[src/rtl/adc_scan_averager.sv]
// ADC scan sequencer: walks CH_BASE..CH_BASE+NUM_CH-1, averages 2^AVG_LOG2
// conversions per channel with one command outstanding, streams one result per channel.
module adc_scan_averager #(
    parameter int unsigned NUM_CH   = 4,
    parameter int unsigned CH_BASE  = 1,
    parameter int unsigned CH_W     = 5,
    parameter int unsigned DATA_W   = 12,
    parameter int unsigned AVG_LOG2 = 2
) (
    input  logic              clk_clk,
    input  logic              reset_reset,
    input  logic              start,
    input  logic              continuous,
    output logic              command_valid,
    output logic [CH_W-1:0]   command_channel,
    output logic              command_startofpacket,
    output logic              command_endofpacket,
    input  logic              command_ready,
    input  logic              response_valid,
    input  logic [CH_W-1:0]   response_channel,
    input  logic [DATA_W-1:0] response_data,
    output logic              result_valid,
    output logic [CH_W-1:0]   result_channel,
    output logic [DATA_W-1:0] result_data,
    input  logic              result_ready,
    output logic              busy,
    output logic              scan_done,
    output logic              err_mismatch
);

    localparam int unsigned IDX_W   = (NUM_CH > 1) ? $clog2(NUM_CH) : 1;
    localparam int unsigned CNT_W   = AVG_LOG2 + 1;
    localparam int unsigned ACC_W   = DATA_W + AVG_LOG2;
    localparam int unsigned SAMPLES = 1 << AVG_LOG2;

    typedef enum logic [1:0] {ST_IDLE, ST_CMD, ST_WAIT, ST_OUT} state_e;

    state_e            state_q, state_d;
    logic [IDX_W-1:0]  idx_q, idx_d;
    logic [CNT_W-1:0]  cnt_q, cnt_d;
    logic [ACC_W-1:0]  acc_q, acc_d;

    logic              cmd_valid_q, cmd_valid_d;
    logic [CH_W-1:0]   cmd_ch_q, cmd_ch_d;
    logic              cmd_sop_q, cmd_sop_d;
    logic              cmd_eop_q, cmd_eop_d;
    logic              res_valid_q, res_valid_d;
    logic [CH_W-1:0]   res_ch_q, res_ch_d;
    logic [DATA_W-1:0] res_data_q, res_data_d;
    logic              busy_q, busy_d;
    logic              done_q, done_d;
    logic              err_q, err_d;

    logic [CH_W-1:0]   cur_ch;
    logic              cmd_hs, res_hs, resp_hit, resp_miss, last_idx, last_cnt;

    always_comb begin
        cur_ch    = CH_W'(CH_BASE) + CH_W'(idx_q);
        cmd_hs    = cmd_valid_q & command_ready;
        res_hs    = res_valid_q & result_ready;
        resp_hit  = (state_q == ST_WAIT) && response_valid && (response_channel == cur_ch);
        resp_miss = (state_q == ST_WAIT) && response_valid && (response_channel != cur_ch);
        last_idx  = (idx_q == IDX_W'(NUM_CH - 1));
        last_cnt  = (cnt_q == CNT_W'(SAMPLES - 1));
    end

    // State register
    always_ff @(posedge clk_clk) begin
        if (reset_reset) begin
            state_q <= ST_IDLE;
        end else begin
            state_q <= state_d;
        end
    end

    // Next state plus scan index, sample count and accumulator
    always_comb begin
        state_d = state_q;
        idx_d   = idx_q;
        cnt_d   = cnt_q;
        acc_d   = acc_q;
        case (state_q)
            ST_IDLE: begin
                if (start) begin
                    idx_d   = '0;
                    cnt_d   = '0;
                    acc_d   = '0;
                    state_d = ST_CMD;
                end
            end
            ST_CMD: begin
                if (cmd_hs) state_d = ST_WAIT;
            end
            ST_WAIT: begin
                if (resp_hit) begin
                    acc_d   = acc_q + ACC_W'(response_data);
                    cnt_d   = cnt_q + CNT_W'(1);
                    state_d = last_cnt ? ST_OUT : ST_CMD;
                end else if (resp_miss) begin
                    state_d = ST_CMD;
                end
            end
            ST_OUT: begin
                if (res_hs) begin
                    acc_d = '0;
                    cnt_d = '0;
                    if (!last_idx) begin
                        idx_d   = idx_q + IDX_W'(1);
                        state_d = ST_CMD;
                    end else begin
                        idx_d   = '0;
                        state_d = continuous ? ST_CMD : ST_IDLE;
                    end
                end
            end
            default: state_d = ST_IDLE;
        endcase
    end

    // Next values of the registered outputs, derived from the upcoming state
    always_comb begin
        cmd_valid_d = (state_d == ST_CMD);
        cmd_ch_d    = cmd_valid_d ? CH_W'(CH_BASE) + CH_W'(idx_d) : '0;
        cmd_sop_d   = cmd_valid_d && (idx_d == '0) && (cnt_d == '0);
        cmd_eop_d   = cmd_valid_d && (idx_d == IDX_W'(NUM_CH - 1))
                      && (cnt_d == CNT_W'(SAMPLES - 1));
        res_valid_d = (state_d == ST_OUT);
        res_ch_d    = res_ch_q;
        res_data_d  = res_data_q;
        if ((state_q == ST_WAIT) && (state_d == ST_OUT)) begin
            res_ch_d   = cur_ch;
            res_data_d = DATA_W'(acc_d >> AVG_LOG2);
        end
        busy_d = (state_d != ST_IDLE);
        done_d = res_hs && last_idx;
        err_d  = err_q | resp_miss;
    end

    always_ff @(posedge clk_clk) begin
        if (reset_reset) begin
            idx_q       <= '0;
            cnt_q       <= '0;
            acc_q       <= '0;
            cmd_valid_q <= 1'b0;
            cmd_ch_q    <= '0;
            cmd_sop_q   <= 1'b0;
            cmd_eop_q   <= 1'b0;
            res_valid_q <= 1'b0;
            res_ch_q    <= '0;
            res_data_q  <= '0;
            busy_q      <= 1'b0;
            done_q      <= 1'b0;
            err_q       <= 1'b0;
        end else begin
            idx_q       <= idx_d;
            cnt_q       <= cnt_d;
            acc_q       <= acc_d;
            cmd_valid_q <= cmd_valid_d;
            cmd_ch_q    <= cmd_ch_d;
            cmd_sop_q   <= cmd_sop_d;
            cmd_eop_q   <= cmd_eop_d;
            res_valid_q <= res_valid_d;
            res_ch_q    <= res_ch_d;
            res_data_q  <= res_data_d;
            busy_q      <= busy_d;
            done_q      <= done_d;
            err_q       <= err_d;
        end
    end

    assign command_valid         = cmd_valid_q;
    assign command_channel       = cmd_ch_q;
    assign command_startofpacket = cmd_sop_q;
    assign command_endofpacket   = cmd_eop_q;
    assign result_valid          = res_valid_q;
    assign result_channel        = res_ch_q;
    assign result_data           = res_data_q;
    assign busy                  = busy_q;
    assign scan_done             = done_q;
    assign err_mismatch          = err_q;

endmodule
[config.mk]
export PLATFORM = sky130hd
export DESIGN_NAME = adc_scan_averager
export DESIGN_NICKNAME = d
export VERILOG_FILES = /design/src/rtl/adc_scan_averager.sv
export SDC_FILE = /design/constraint.sdc
export NUM_CORES = 1
export LEC_CHECK = 0
export BUFFER_PORTS_ARGS = -buffer_cell sky130_fd_sc_hd__buf_2
export CORE_MARGIN = 4
export CORE_UTILIZATION = 50
export CTS_CLUSTER_SIZE = 8
export DETAILED_ROUTE_END_ITERATION = 10
export PLACE_DENSITY = 0.81
export REMOVE_ABC_BUFFERS = 1
export SETUP_SLACK_MARGIN = 0.15
export SYNTH_ARGS = -nofsm -noshare
export SYNTH_HDL_FRONTEND = slang
export SYNTH_SLANG_ARGS = --single-unit
[constraint.sdc]
create_clock -name clk_clk -period 6.11 [get_ports clk_clk]
set_input_delay 0.3055 -clock clk_clk [delete_from_list [all_inputs] [get_ports clk_clk]]
set_output_delay 0.3055 -clock clk_clk [all_outputs]
set_load 0.01 [all_outputs]
After elaboration in Yosys (flattened, before gate mapping). Index checks and enable logic that the tools add are counted.

Memories: 0. Word-level logic and storage cells: 75. Bits in latches: 0. Bits in writable memories: 0. ROM bits: 0. Output and inout port bits: 29. Flip-flop bits (word level): 50.

$lt $le $gt $ge: 0. $add $sub $neg: 5. Shift-type cells: 0. Divide/modulo/power cells: 0. Equality and inequality tests: 14. Mux-type cells: 21. $mul: 0. Reduce and logical (&&, ||, !) cells: 16. Bitwise gates (word level): 4.

Operators with widths (count): $mux W14 (3); $pmux W14 S3 (1); $mux W2 (9); $add A14 B12 Y14 (1); $eq A2 B2 Y1 const B (5); $logic_and A1 B1 Y1 (9); $mux W3 (3); $pmux W3 S3 (1); $pmux W2 S4 (1); $add A1 B2 Y3 const A (2); $eq A3 B2 Y1 const B (2); $ne A2 B2 Y1 const B (3); $eq A5 B3 Y1 (1); $ne A5 B3 Y1 (1); $eq A2 B1 Y1 const B (2); $logic_not A2 Y1 (2); $pmux W2 S2 (1); $reduce_and A4 Y1 (1); $add A3 B1 Y3 const B (1); $logic_not A3 Y1 (1); $reduce_bool A3 Y1 (1); $add A2 B1 Y2 const B (1); $and A1 B1 Y1 (2); $mux W1 (2); other kinds (4) (4).

Longest topological paths before layout. Gate-level depths: netlist of run 1.

Depth after elaboration: 9. Gate-level depth with buffers: 10.

Worst setup path before layout of run 1. Ideal clock, no wire load.

Kind: reg2reg. Start: reg state_q[0]. End: reg res_data_q[5], in the netlist result_data[5]. Slack: 3.723 ns. Data arrival time: 2.268 ns. Data required time: 5.991 ns. Stages on the path, launching flop included: 10. Path through: dfxtp_1 inv_1 ha_1 buf_2 and4bb_1 nand4_2 o311a_4 nor3b_4 a21bo_1 o221a_1.

Cells in the longest elaborated chain, start to end: 8.

RTL lines: from (decl) (line 38) `state_e state_q, state_d;`; from (signal assigned) (line 72) `state_q <= state_d;`; $eq A2 B2 Y1; $logic_and A1 B1 Y1 (line 61, 62); $logic_and A1 B1 Y1 (line 62) `resp_miss = (state_q == ST_WAIT) && response_valid && (response_channel != cur_ch);`; $mux W2 (line 99) `end else if (resp_miss) begin`; $mux W2 (line 95) `if (resp_hit) begin`; $pmux W2 S4 (line 82) `case (state_q)`; $eq A2 B2 Y1 (line 130) `if ((state_q == ST_WAIT) && (state_d == ST_OUT)) begin`; $logic_and A1 B1 Y1 (line 130); to (signal assigned) (line 164) `res_data_q <= res_data_d;`; to (decl) (line 49) `logic [DATA_W-1:0] res_data_q, res_data_d;`.

Several ways; a longest one is shown, not always the timed one. The select of a mux whose other input is x is not followed. A chain may end at the register's enable or synchronous reset.

Final worst setup path of run 1. Same ends and word-level chain as after synthesis.

==> results_dict.tcl, run 1 <==
set metrics [dict create \
    syn_area_per_cell_um2 8.47 \
    htreeDepth 2 \
    dieArea_mm2 0.00650 \
    final.setup_skew_ps 6.70 \
    multi_input_area_mm2 0.00157 \
    ant_nets 0 \
    fmax_ghz 0.325 \
    crit_arrival_ps 3270 \
    postCtsHoldBufs 0 \
    critPathRequiredTime_ps 6300 \
    finalSetupViolCount 0 \
    synthCells 311 \
    power_density_mw_per_mm2 199 \
    post_cts_buffers 0 \
    vias_per_cell 5.63 \
    area_growth_syn_to_layout_pct 14.1 \
    whs_endpoint "err_mismatch" \
    rr_endpoint "result_data[5]" \
    clk_latency_ps 300 \
    worstMarginPinSlew_ps 1060 \
    gp_congestion 0.896 \
    first_global_vias 2228 \
    hold_depth 3 \
    drv_cap 0 \
    cts.path.max_buffers 2 \
    vdd_drop_max_mv 0.158 \
    io_pins 53 \
    power_frac_clock_pct 38.4 \
    row_count 26 \
    crit_type "reg2reg" \
    hold_path.class "in2reg" \
    yosys.area.top_type "dfxtp_1" \
    status "completed" \
    ys_seq_elements 46 \
    yosysUniqueCellTypes 52 \
    cp-start-kind "register" \
    max_slew_margin_pct 29.0 \
    r2r_setup_slack_ps 3030 \
    tns_ps 0 \
    grt_max_degree 31 \
    clk_pin_slew_ps 80 \
    drt_iter0_drc 122 \
    p_leak_nw 1.42 \
    synth_seq_area_share_pct 34.9 \
    n_antenna_cell 0 \
    avgRoutedWirePerCell_um 14.2 \
    p_sw_uw 140 \
    cp-end-kind "register" \
    num_vias 2374 \
    post_cts_resized 0 \
    firstDrtPassIters 5 \
    p_seq_share_pct 51.3 \
    drc_errors 0 \
    synth_edf_count 0 \
    period_needed_ps 3080 \
    grt_usage_pct 19.6 \
    finalCritPeriodShare_pct 50.4 \
    antenna_found_initial 0 \
    rsz0062_at_grt "no" \
    hold_start "response_valid" \
    switching_share_pct 23.4 \
    grt_pass1_wl_um 10000 \
    cts_root_buf "clkbuf_8" \
    grt.overflow.total 0 \
    seq_area_um2 921 \
    p_int_uw 457 \
    hpwl_um 4510 \
    cts_tree "yes" \
    reg2regPathDepth 9 \
    hold_viol_final 0 \
    core_region_area_mm2 0.00511 \
    cts_sinks 46 \
    chipHeight_um 80.6 \
    combPwrFrac_pct 10.4 \
    power_uw 597 \
    cp_max_fo 16 \
    io_buffer_count 48 \
    wirelength_um 5990 \
    synth-main-ff-cell "dfxtp_1" \
    yosysWarnings 0 \
    async_flop_share_pct 0 \
    die_w_um 80.6 \
    drive_above_1_share_pct 18.8 \
    fillCellCount 495 \
    cts_buffers 5 \
    worstReg2RegStart "state_q[0]" \
    final_net_count 399 \
    synth_area_leaders "dfxtp_1 (35%), ha_1 (10%), nor2_1 (5.4%), a21oi_1 (4.7%), inv_1 (2.7%)" \
    start_util_pct 51.6 \
    mappedNetlistArea_mm2 0.00264 \
    slew_viol_final 0 \
    synth_top_area_share_pct 34.9 \
]
==> registers in the layout, indices dropped and copies added (netlist names) <==
signal / flops
command_startofpacket: 1
acc_q: 14
busy: 1
command_endofpacket: 1
command_channel: 3
command_valid: 1
idx_q: 2
err_mismatch: 1
result_channel: 3
cnt_q: 3
result_data: 12
scan_done: 1
state_q: 2
result_valid: 1
==> per-layer routing <==
metal,global-route usage [%],vias to the layer above,share of wire [%]
li1,-,1191,-
met1,23.6,1083,42
met2,33.5,86,48
met3,4.82,14,7.6
met4,6.93,0,2.0
met5,0,-,0
==> critical path, cell delays in order, from the launching register on <==
cell	delay, ps
dfxtp_1	380
inv_1	130
ha_1	330
and4bb_1	260
nand4_2	220
o311a_4	420
nor3b_4	500
buf_4	320
a21bo_1	230
o221a_1	190
==> stage by stage <==
stage               hold WS, ps  util (%)  std cells  cell area (µm²)  setup slack (ps)
finish                      319      58.8        422             3010              3030
global route                352      58.8        422             3010              2800
CTS                         312      58.8        422             3010              3020
detailed placement          461      56.6        415             2890              3060
global placement            448      56.6        415             2890              3170
floorplan                   375         -        296             2560              3370
==> cells by family (layout without fill, tap and decap cells) <==
| group | after synthesis | after routing | share of synthesized area, % |
|---|---|---|---|
| other | 1 | 4 | 0.142 |
| adder cells (fa/ha/maj) | 23 | 23 | 11.2 |
| XOR/XNOR | 10 | 10 | 3.32 |
| AND/OR/NAND/NOR | 94 | 94 | 18.1 |
| multiplexers | 6 | 6 | 2.33 |
| flip-flops | 46 | 46 | 34.9 |
| AO/OA/AOI/OAI | 94 | 94 | 23.9 |
| buffers and inverters | 37 | 75 | 6.08 |
==> cells in the final DEF, fill, tap and decap left out, types with 3 or more instances in the layout <==
master,instances
and3_1,5
o21ai_1,8
a211oi_1,4
xnor2_1,6
a21o_1,7
a22oi_1,8
and2_1,4
a31oi_1,5
a21oi_1,25
ha_1,22
or3_1,3
nor2_1,38
o21ai_0,12
nand2_1,15
nor3_1,6
a21boi_0,3
mux2i_1,5
conb_1,4
inv_1,19
nand3_1,3
nor2b_1,3
or2_2,4
clkbuf_8,6
nand4_1,4
dfxtp_1,46
xor2_1,4
buf_2,48
==> final cells by class <==
class	count	area share (%)
clock buffers	6	2.75
clock inverters	1	0.999
inverters	19	2.37
multi-input cells	231	52.1
flip-flops and latches	46	30.6
well taps	70	2.91
repair buffers	49	8.24
==> worst max path at each step <==
stage / end / startpoint / slack, ps / cells after the start
2_1_floorplan: result_data[5] / state_q[0] / 3370 / 8
3_3_place_gp: result_data[5] / state_q[0] / 3170 / 9
3_5_place_dp: result_data[5] / state_q[0] / 3060 / 9
4_1_cts: result_data[5] / state_q[0] / 3020 / 9
5_1_grt: result_data[5] / state_q[0] / 2800 / 9
6_report: result_data[5] / state_q[0] / 3030 / 9
==> Yosys cell counts (3+ instances only) <==
library cell	n
a211oi_1	4
a21boi_0	3
a21o_1	7
a21oi_1	25
a22oi_1	8
a31oi_1	5
and2_1	4
and3_1	5
buf_4	5
clkbuf_1	11
dfxtp_1	46
ha_1	22
inv_1	19
mux2i_1	5
nand2_1	15
nand3_1	3
nand4_1	4
nor2_1	38
nor2b_1	3
nor3_1	6
o21ai_0	12
o21ai_1	8
or2_2	4
or3_1	3
xnor2_1	6
xor2_1	4
==> power by group through the flow <==
stage,logic [mW],registers [mW],clock network [mW]
final,0.0619,0.306,0.229
after global placement,0.0606,0.313,0
after global routing,0.0684,0.307,0.246
after floorplan,0.0352,0.315,0
after detailed placement,0.0614,0.313,0
after CTS,0.0618,0.306,0.236
Note: power is estimated with default switching activity, not from simulation.
==> inputs of run 2 (changes only) <==
- PLACE_DENSITY: 0.81 -> 0.84
- clock period: 6.11 -> 2.8 ns (I/O delays scaled with it)
==> run 2 against run 1 <==
Wire length grew 1.7%. Count of clock-buffer cells in the layout is the same. Via count grew 1.0%. Sequential share of layout area shrank 0.28 points. Non-clock buffer count grew 7.
==> results_dict.tcl, run 2 (same netlist as run 1, synthesis figures left out) <==
set metrics [dict create \
    switching_share_pct 25.5 \
    p_sw_uw 304 \
    fin_ws_ps 319 \
    dieArea_mm2 0.00650 \
    ant_nets 0 \
    io_buffer_count 48 \
    finalSetupViolCount 0 \
    final.setup_skew_ps 6.55 \
    drt_iter0_drc 120 \
    hpwl_um 4650 \
    worstReg2RegStart "idx_q[0]" \
    final_design_area_no_fill_mm2 0.00303 \
    cts_tree "yes" \
    firstDrtPassIters 4 \
    vdd_drop_max_mv 0.222 \
    hold_viol_final 0 \
    grt_usage_pct 20.2 \
    p_int_uw 888 \
    crit_chain "ha_1 -> xnor2_2 -> nand4_2 -> o311a_4 -> nor3b_4 -> buf_4 -> nor3b_1 -> a31o_2" \
    chipHeight_um 80.6 \
    grt_util_met1_pct 22.8 \
    largest_register_ffs 14 \
    period_needed_ps 2480 \
    start_util_pct 51.6 \
    seq_area_um2 921 \
    p_seq_share_pct 56.1 \
    combPwrFrac_pct 11.9 \
    fmax_ghz 0.403 \
    fillCellCount 472 \
    crit_arrival_ps 2680 \
    power_density_mw_per_mm2 393 \
    cp_max_fo 17 \
    avgRoutedWirePerCell_um 14.2 \
    top_register "acc_q" \
    clk_pin_slew_ps 80 \
    area_growth_syn_to_layout_pct 15.1 \
    status "completed" \
    slowest_delay_ps 440 \
    htreeDepth 2 \
    cp-start-kind "register" \
    hold_ws_ps 158 \
    grt_pass1_wl_um 10400 \
    rsz0062_at_grt "no" \
    gp_congestion 0.869 \
    core_region_area_mm2 0.00511 \
    mostFrequentLayoutCells "buf_2 (48), dfxtp_1 (46), nor2_1 (38), a21oi_1 (25), ha_1 (22)" \
    power_mw 1.19 \
    slew_viol_final 0 \
    crit_start "idx_q[0]" \
    critPathRequiredTime_ps 3000 \
    row_count 26 \
    die_w_um 80.6 \
    cts.path.max_buffers 2 \
    placed_area_mm2 0.00294 \
    finalCritPeriodShare_pct 88.6 \
    wirelength_um 6090 \
    p_leak_nw 1.43 \
    cp-end-kind "register" \
    io_pins 53 \
    antenna_found_initial 0 \
    postCtsHoldBufs 0 \
    cp_slowest_cell "dfxtp_1" \
    grt.overflow.total 0 \
    cts_sinks 46 \
    crit_type "reg2reg" \
    drv_cap 0 \
    stdcell_count 429 \
    drc_errors 0 \
    hold_path.class "in2reg" \
    postLayoutCoreUtil_pct 59.4 \
    final_common_cell "buf_2" \
    n_antenna_cell 0 \
    met3_usage_pct 4.60 \
    drive_above_1_share_pct 20.3 \
    grt_max_degree 19 \
    power_frac_clock_pct 32.1 \
    grt.busiest_layer "met2" \
    tns_ps 0 \
    final_net_count 406 \
    place_ws_ps 275 \
    multi_input_area_mm2 0.00157 \
    hold_start "response_valid" \
    clk_latency_ps 300 \
    dp.cells 421 \
    globalRouteMet2Util_pct 36.0 \
    cts_buffers 5 \
    cts_root_buf "clkbuf_8" \
    vias_per_cell 5.59 \
    first_global_vias 2386 \
    num_vias 2398 \
]
-- run 2: power groups by stage --
| stage | clock network, mW | logic, mW | registers [mW] |
|---|---|---|---|
| after floorplan | 0 | 0.0769 | 0.687 |
| after global placement | 0 | 0.135 | 0.684 |
| after detailed placement | 0 | 0.140 | 0.684 |
| after CTS | 0.398 | 0.141 | 0.668 |
| after global routing | 0.429 | 0.156 | 0.670 |
| final | 0.383 | 0.141 | 0.668 |
-- run 2: routing by layer --
metal  routed length, µm  part of all wire (%)
met3                 390                   6.4
met4                 146                   2.4
met2                2980                    49
met1                2570                    42
met5                   0                     0
-- run 2: timing repair --
action	in CTS	in global routing
setup buffers	0	1
hold endpoints to repair	0	0
setup endpoints to repair	0	7
resized for setup	0	2
-- run 2: worst paths after layout --
check                                  endpoint  slack [ps]  cells past startpoint
worst max-delay path            result_data[11]         320                      8
worst min register to register         acc_q[0]         470                      2
worst min-delay path               err_mismatch         160                      3
worst max register to register  result_data[11]         320                      8
-- run 2: worst max-delay path: cells and delay by family, from the launching register on --
family	cells	cell delay, ps
AOI/OAI and AO/OA	2	620
xor gates and xnor gates	1	240
adders and majority gates	1	330
buffers and inverters	1	250
DFF	1	440
and+or+nand+nor	3	500
-- run 2: cell type report --
type,count,area share (%)
clock inverters,1,0.248
multi-input cells,231,51.9
repair buffers,56,9.90
well taps,70,2.89
inverters,19,2.35
clock buffers,6,2.39
flip-flops and latches,46,30.4
==> inputs of run 3 (changes only) <==
- MAX_ROUTING_LAYER: default -> met4
- RECOVER_POWER: default -> 25
==> run 3 against run 2 <==
Register-to-register slack hardly changed. Global-route usage grew 0.53 points. Wire length up 0.49%. Utilization shrank 0.42 points. Worst hold slack worse by 7.0 ps. Design area is 0.70% lower. Combinational power about the same. Sequential power about the same. Sequential share of layout area rose by 0.21 points. Cell count did not move. Critical endpoint unchanged. Largest cell class unchanged.
==> results_dict.tcl, run 3 (same netlist as run 1, synthesis figures left out) <==
set metrics [dict create \
    final_design_area_no_fill_mm2 0.00301 \
    top_register "acc_q" \
    hold_ws_ps 151 \
    cts.path.max_buffers 2 \
    fin_ws_ps 318 \
    row_count 26 \
    finalCritPeriodShare_pct 88.6 \
    drt_iter0_drc 113 \
    met3_usage_pct 4.15 \
    wirelength_um 6120 \
    postLayoutCoreUtil_pct 59.0 \
    rsz0062_at_grt "no" \
    hold_start "response_valid" \
    clk_latency_ps 300 \
    largest_register_ffs 14 \
    tns_ps 0 \
    worstMarginPinSlew_ps 490 \
    num_vias 2386 \
    start_util_pct 51.6 \
    mostFrequentLayoutCells "dfxtp_1 (46), nor2_1 (38), buf_2 (31), a21oi_1 (25), ha_1 (22)" \
    hold_viol_final 0 \
    crit_arrival_ps 2680 \
    r2r_setup_slack_ps 320 \
    n_antenna_cell 0 \
    rr_endpoint "result_data[11]" \
    grt.busiest_layer "met2" \
    grt_max_degree 19 \
    vdd_drop_max_mv 0.222 \
    reg2regPathDepth 8 \
    core_region_area_mm2 0.00511 \
    grt_pass1_wl_um 10400 \
    cp-start-kind "register" \
    hpwl_um 4650 \
    drc_errors 0 \
    cts_root_buf "clkbuf_8" \
    p_leak_nw 1.36 \
    chipHeight_um 80.6 \
    dieArea_mm2 0.00650 \
    final_common_cell "dfxtp_1" \
    clk_pin_slew_ps 80 \
    hold_path.class "in2reg" \
    grt_usage_pct 20.7 \
    finalSetupViolCount 0 \
    firstDrtPassIters 4 \
    postCtsHoldBufs 0 \
    worstReg2RegStart "idx_q[0]" \
    final_net_count 406 \
    grt.overflow.total 0 \
    whs_endpoint "err_mismatch" \
    fillCellCount 477 \
    cp-end-kind "register" \
    status "completed" \
    cts_sinks 46 \
    final.setup_skew_ps 6.03 \
    cts_buffers 5 \
    placed_area_mm2 0.00294 \
    max_slew_margin_pct 67.1 \
    place_ws_ps 275 \
    power_density_mw_per_mm2 397 \
    grt_util_met1_pct 23.1 \
    avgRoutedWirePerCell_um 14.3 \
    period_needed_ps 2480 \
    hold_depth 3 \
    io_buffer_count 48 \
    cp_max_fo 17 \
    gp_congestion 0.883 \
    vias_per_cell 5.56 \
    drv_cap 0 \
    first_global_vias 2385 \
    io_pins 53 \
    dp.cells 421 \
    ant_nets 0 \
    drive_above_1_share_pct 15.6 \
    stdcell_count 429 \
    antenna_found_initial 0 \
    cts_tree "yes" \
    die_w_um 80.6 \
    htreeDepth 2 \
    slew_viol_final 0 \
    power_mw 1.19 \
    globalRouteMet2Util_pct 36.0 \
    fmax_ghz 0.403 \
    crit_type "reg2reg" \
    critPathRequiredTime_ps 3000 \
    area_growth_syn_to_layout_pct 14.3 \
]
## run 3: cell type report
type	instances	area (µm²)	share of cell area (%)
clock buffer	6	72.6	2.41
tap	70	87.6	2.91
timing repair buffer	56	279	9.26
multi-input combinational	231	1570	52.2
inverter	19	71.3	2.37
sequential	46	921	30.6
clock inverter	1	7.51	0.249
## run 3: per-layer routing
| layer | up-vias | part of all wire (%) |
|---|---|---|
| li1 | 1194 | - |
| met1 | 1108 | 44 |
| met2 | 69 | 49 |
| met3 | 15 | 5.0 |
| met4 | 0 | 2.3 |
| met5 | - | 0 |
## run 3: how the worst max path moves through the flow
stage,startpoint,endpoint,slack [ps],cells after the start
floorplan,state_q[0],result_data[5],60,8
global placement,idx_q[0],result_data[11],390,8
detailed placement,idx_q[0],result_data[11],270,8
CTS,idx_q[0],result_data[11],270,8
global route,idx_q[0],result_data[11],140,8
finish,idx_q[0],result_data[11],320,8
## run 3: critical path: stages (launching register included)
cell	delay (ps)
dfxtp_1	440
ha_1	330
xnor2_2	240
nand4_2	200
o311a_4	400
nor3b_4	230
buf_4	250
nor3b_1	70
a31o_2	220
## run 3: power by group
group / switching [mW] / internal, mW / total (mW)
logic: 0.0866 / 0.0531 / 0.140
clock network: 0.215 / 0.171 / 0.386
registers: 0.00615 / 0.662 / 0.668
## run 3: timing repair
action	4_1_cts	5_1_grt
setup buffers	0	1
setup endpoints to repair	0	7
hold endpoints to repair	0	0
resized for setup	0	2
